File: src/rtl/sha2_msg_sched.sv
// SHA-2 message schedule: loads a 16-word block and streams W[0..ROUNDS-1]
// from a shifting 16-word window, one word per consumer handshake.
module sha2_msg_sched #(
  parameter  int SHA512 = 0,
  localparam int WORD_W = (SHA512 != 0) ? 64 : 32,
  localparam int ROUNDS = (SHA512 != 0) ? 80 : 64
) (
  input  logic                  clk,
  input  logic                  reset,
  input  logic                  block_valid,
  output logic                  block_ready,
  input  logic [16*WORD_W-1:0]  block,
  input  logic                  abort,
  output logic                  w_valid,
  input  logic                  w_ready,
  output logic [WORD_W-1:0]     w_data,
  output logic [6:0]            w_round,
  output logic                  w_last
);

  typedef enum logic {IDLE = 1'b0, RUN = 1'b1} state_e;

  localparam logic [6:0] LAST_ROUND = 7'(ROUNDS - 1);

  state_e            state_q;
  logic [6:0]        round_q;
  logic [WORD_W-1:0] win_q [16];
  logic [WORD_W-1:0] next_word;
  logic              adv;
  logic              final_hs;
  logic              load;

  function automatic logic [WORD_W-1:0] rotr(input logic [WORD_W-1:0] x,
                                             input int unsigned n);
    return (x >> n) | (x << (WORD_W - n));
  endfunction

  function automatic logic [WORD_W-1:0] sig0(input logic [WORD_W-1:0] x);
    if (SHA512 != 0) return rotr(x, 1) ^ rotr(x, 8) ^ (x >> 7);
    else             return rotr(x, 7) ^ rotr(x, 18) ^ (x >> 3);
  endfunction

  function automatic logic [WORD_W-1:0] sig1(input logic [WORD_W-1:0] x);
    if (SHA512 != 0) return rotr(x, 19) ^ rotr(x, 61) ^ (x >> 6);
    else             return rotr(x, 17) ^ rotr(x, 19) ^ (x >> 10);
  endfunction

  assign next_word = sig1(win_q[14]) + win_q[9] + sig0(win_q[1]) + win_q[0];

  assign w_valid  = (state_q == RUN);
  assign w_last   = w_valid && (round_q == LAST_ROUND);
  assign w_round  = round_q;
  assign w_data   = win_q[0];
  assign adv      = w_valid && w_ready;
  assign final_hs = adv && w_last;

  // Ready in the final-word cycle lets the next block load with no bubble.
  assign block_ready = !reset && !abort && (!w_valid || final_hs);
  assign load        = block_valid && block_ready;

  always_ff @(posedge clk) begin
    if (reset) begin
      state_q <= IDLE;
      round_q <= '0;
      for (int unsigned i = 0; i < 16; i++) win_q[i] <= '0;
    end else if (abort) begin
      state_q <= IDLE;
      round_q <= '0;
    end else if (load) begin
      state_q <= RUN;
      round_q <= '0;
      for (int unsigned i = 0; i < 16; i++)
        win_q[i] <= block[WORD_W*(15-i) +: WORD_W];
    end else if (adv) begin
      for (int unsigned i = 0; i < 15; i++) win_q[i] <= win_q[i+1];
      win_q[15] <= next_word;
      if (w_last) begin
        state_q <= IDLE;
        round_q <= '0;
      end else begin
        round_q <= round_q + 7'd1;
      end
    end
  end

endmodule

File: config.mk
export PLATFORM = sky130hd
export DESIGN_NAME = sha2_msg_sched
export DESIGN_NICKNAME = d
export VERILOG_FILES = /design/src/rtl/sha2_msg_sched.sv
export SDC_FILE = /design/constraint.sdc
export NUM_CORES = 1
export LEC_CHECK = 0
export BUFFER_PORTS_ARGS = -buffer_cell sky130_fd_sc_hd__buf_4
export CORE_ASPECT_RATIO = 1.1
export CORE_MARGIN = 2
export CORE_UTILIZATION = 40
export CTS_CLUSTER_DIAMETER = 100
export DETAILED_ROUTE_END_ITERATION = 8
export GPL_TIMING_DRIVEN = 0
export MAX_ROUTING_LAYER = met4
export SLEW_MARGIN = 20
export SYNTH_ARGS = -nofsm -noshare
export SYNTH_HDL_FRONTEND = slang
export SYNTH_SLANG_ARGS = --single-unit
export TNS_END_PERCENT = 100
File: constraint.sdc
create_clock -name clk -period 10.55 [get_ports clk]
set_input_delay 2.11 -clock clk [delete_from_list [all_inputs] [get_ports clk]]
set_output_delay 2.11 -clock clk [all_outputs]
set_load 0.02 [all_outputs]
After elaboration in Yosys (flattened, before gate mapping) --
Memory sizes are Yosys's and may differ from the RTL's. Cells that the tools add are included.
Cells by class: muxes and demuxes 47, eq/ne operators 1, add/sub/neg operators 4, bitwise operators 40, reductions and logical operators 15
Operators with widths (number):
- $mux 32 | 32
- $add 32x32->32 | 3
- $xor 32x32->32 | 2
- $or 1x1->1 | 32
- $or 13x32->32 | 1
- $or 14x32->32 | 1
- $or 15x32->32 | 1
- $or 25x32->32 | 1
- $xor 32x22->32 | 1
- $xor 32x29->32 | 1
- $mux 1 | 14
- $add 7x1->7 const B | 1
- $eq 7x6->1 const B | 1
- $mux 7 | 1
- $logic_and 1x1->1 | 6
- $reduce_bool 2->1 | 2
- $logic_not 1->1 | 3
- $reduce_or 3->1 | 1
- $reduce_and 2->1 | 1
- $reduce_or 2->1 | 1
- $logic_or 1x1->1 | 1
Word-level totals: RAM bits 512, logic and storage cells 110, output and inout port bits 42, memories kept 1, flip-flop bits (word level) 8, input bits 517
Memories:
- win_q | depth 16, width 32, read ports 16, clocked after memory_dff 0, wr ports 16, line 27 | logic [WORD_W-1:0] win_q [16];

Logic depth before layout (Yosys ltp) --
depth in word-level cells 12, depth in mapped cells 16, depth with buffers taken out 16

Least setup slack after synthesis --
Ideal clock, no wire load.
kind input to register, start point input reset, end point memory win_q[1][0] (netlist name), enable pin, stages 7, setup slack 1.357 ns, arrival time 8.568 ns, library setup time 0.625 ns, required time 9.925 ns, path buffers 3, cells stage by stage or2_0 > clkbuf_1 > nor2_2 > and2_1 > buf_6 > buf_6 > nand2b_1
RTL lines:
- start, declared | line 9 | input logic reset,
- end, declared | line 27

Worst setup path after layout --
start point input reset, end point output block_ready
On the way: cells in the longest elaborated chain, start to end 3
RTL lines:
- $logic_not 1->1 | line 58 | assign block_ready = !reset && !abort && (!w_valid || final_hs);
- $logic_and 1x1->1 (2 in series) | line 58
- end, declared | line 11 | output logic block_ready,
Every way passes these cells.

==> results by group <==
Clock network
  – Root Driver: clkbuf_16
  – CTS Sinks: 520
  – Later-pin clock latency in the skew report: 0.64 ns
  – # hold bufs at CTS: 0
  – CTS resizes: 0
  – Num CTS Buffers: 56
  – CTS tree: built
  – Clock slew at reported path FFs: 0.07 ns
  – CTS Buffer Depth: 3
  – Setup Buffers After CTS: 0
  – Max H-tree Level: 2

Hold path
  – WHS Path Cells: 1
  – Worst hold path type: reg2reg

Synthesis
  – Sequential element share of the synthesized area: roughly three fifths
  – Synthesis Warnings: 0
  – Netlist Area Pre-Place: 25500 um2
  – Post-synth top flop: edfxtp_1
  – Cells after Synth: 1782
  – Dominant cell type by area after synthesis: edfxtp_1
  – Most frequent cell after synthesis: edfxtp_1
  – Top cells by area, synth: edfxtp_1 60%, a22o_1 17%, fa_1 4.9%, xnor2_1 4.2%, inv_1 2.2%
  – Syn nets: about 2400
  – Avg Cell Area, Syn: 14.3 um2
  – Async S/R FF share, synth: 0%
  – Register bit total from synthesis: 520
  – Yosys top cell area share: approximately three fifths
  – Cell variety after synth: 62
  – Most frequent cells after synthesis: 512 x edfxtp_1, 482 x a22o_1, 147 x inv_1
  – Post-synth EDFFs: 512

Final layout
  – Share of layout cells above drive strength 1: 31.0%
  – Fin area: 32800 um2
  – Nets: ~3000
  – Layout area overhead: 28.5%

Pwr
  – P_int: 4.28 mW
  – Pwr per Cell Area: roughly 200 nW/um2
  – Leak: 13.8 nW
  – Reg power frac: between 30% and 40%
  – Comb power frac: 31.9%
  – Sw frac: between 30% and 40%
  – P_sw: 2.29 mW
  – Clock share of power: 28.9%
  – Power Total: 6.57 mW
  – Worst vdd ir: 0.000122 V

Timing
  – Final Cycle Share: between 40% and 50%
  – Clk_skew: 0.0375 ns
  – Minimum clock period: 5.06 ns
  – Final setup fails: 0
  – Fin. max-slew vios: 0
  – Final hold violation count: 0
  – Max frequency: 198 MHz
  – RSZ-0062 raised after global routing: no
  – Tightest Pin Transition: 0.942 ns
  – Relative slew slack: 37.2%

GRT
  – Gr usage total: between 30% and 40%
  – Grt ovf: 0
  – Largest net degree at the start of global routing: 58
  – Initial antenna violation count: 20
  – Number of global-route vias before repair: 18500
  – First-pass GRT wire length: 135000 um

Drt
  – Drt first pass iters: 5
  – DR vias/cell: 5.52
  – Iteration-0 DRC Markers: between 1000 and 1500
  – Routed vias: about 18000
  – DRT antenna net count: 0
  – DRC violations left: 0
  – Avg WL per Cell: roughly 30 um
  – Final WL: 99500 um

Floorplan
  – Die height: approximately 270 um
  – Die area: 65800 um2
  – Core region area: around 63000 um2
  – Rows: 97
  – Ports: 559
  – Die width: 245 um
  – Starting Density: 40.3%

Critical path
  – Nature of the critical path endpoint: primary output
  – Crit Path Max Fanout: 8
  – Setup CP Type: in2out
  – Worst path required time: 8.44 ns
  – Crit start category: input port
  – Arrival @ worst endpoint: 2.95 ns
  – Cells on worst reg2reg path: 14

Place
  – I/O Buffers: 558
  – Placed inst area: roughly 31000 um2
  – Post-DP HPWL: 80600 um
  – Final GP Congestion: approximately 0.96

Run status
  – Status: completed

Run
  – Max Cap Viol: 0
## cell usage in the layout (no fill, tap or decap), types with 4 or more instances in the layout
cell,Yosys,routed
buf_4,2,560
edfxtp_1,512,512
a22o_1,482,482
inv_1,147,147
xnor2_1,121,121
buf_2,66,66
fa_1,62,62
clkbuf_16,0,56
nand2_1,53,53
o21ai_0,41,41
a21oi_1,34,34
clkbuf_1,27,32
ha_1,32,32
xor2_1,28,28
buf_6,27,27
nor2_1,25,25
diode_2,0,21
clkinv_2,0,15
clkinv_1,0,15
nand4_1,11,11
a21o_1,11,11
nand3_1,9,9
a31oi_1,8,8
dfxtp_1,8,8
buf_16,0,7
and2_1,6,6
o21bai_1,5,5
o21ai_1,4,4
## cell families after synthesis
family	after synthesis	synth area share, %
XOR/XNOR	149	5.11
AND/OR/NAND/NOR	131	2.50
AO/OA/AOI/OAI	615	19.8
adder cells (fa/ha/maj)	94	6.43
multiplexers	1	0.0392
flip-flops	520	60.9
buffers and inverters	272	5.24
## per-layer routing
layer  track usage [%]  wire, um
met4              8.80      2830
met1              36.5     39100
met3              6.85      7440
met5                 -         0
met2              51.1     50100
## sequential cells by signal (all words and copies together) (netlist names)
signal   count
w_round      7
win_q      512
w_valid      1
## critical path, cell delays in order
cell,delay [ns]
buf_4,0.11
or2_0,0.20
clkbuf_1,0.20
nor2_2,0.16
buf_4,0.15
## power by group through the flow
stage | clock, mW | combinational, mW | sequential [mW]
after floorplan | 0 | 1.27 | 2.58
after global placement | 0 | 2.06 | 2.65
after detailed placement | 0 | 2.06 | 2.61
after CTS | 1.92 | 2.08 | 2.57
after global routing | 2.00 | 2.27 | 2.58
final | 1.90 | 2.10 | 2.57
## layout make-up
class | count | area (um2)
Clock inverter | 42 | 320
Tap cell | 841 | 1050
Inverter | 147 | 552
Fill cell | 5578 | 30600
Buffer | 125 | 785
Multi-Input combinational cell | 990 | 8670
Clock buffer | 61 | 1420
Sequential cell | 520 | 15500
Timing Repair Buffer | 566 | 4400
Antenna cell | 21 | 52.6
## final timing paths
check / start / to / slack (ns)
worst min-delay path: win_q[10][0] / win_q[9][0] / 0.53
worst min register to register: win_q[10][0] / win_q[9][0] / 0.53
worst max register to register: win_q[14][12] / win_q[15][30] / 5.58
worst max-delay path: reset / block_ready / 5.49
## per-stage QoR
stage	setup slack, ns	hold WS [ns]	utilization, %	cells	setup TNS (ns)
3_3_place_gp	-1.10	0.518	48.6	3181	-241.51
4_1_cts	5.50	0.536	51.7	3292	0
6_report	5.49	0.533	51.8	3313	0
5_1_grt	5.39	0.553	51.8	3313	0
3_5_place_dp	5.38	0.528	48.9	3189	0
2_1_floorplan	1.36	0.518	-	1782	0
No activity file was read; power rests on OpenSTA's default activity.
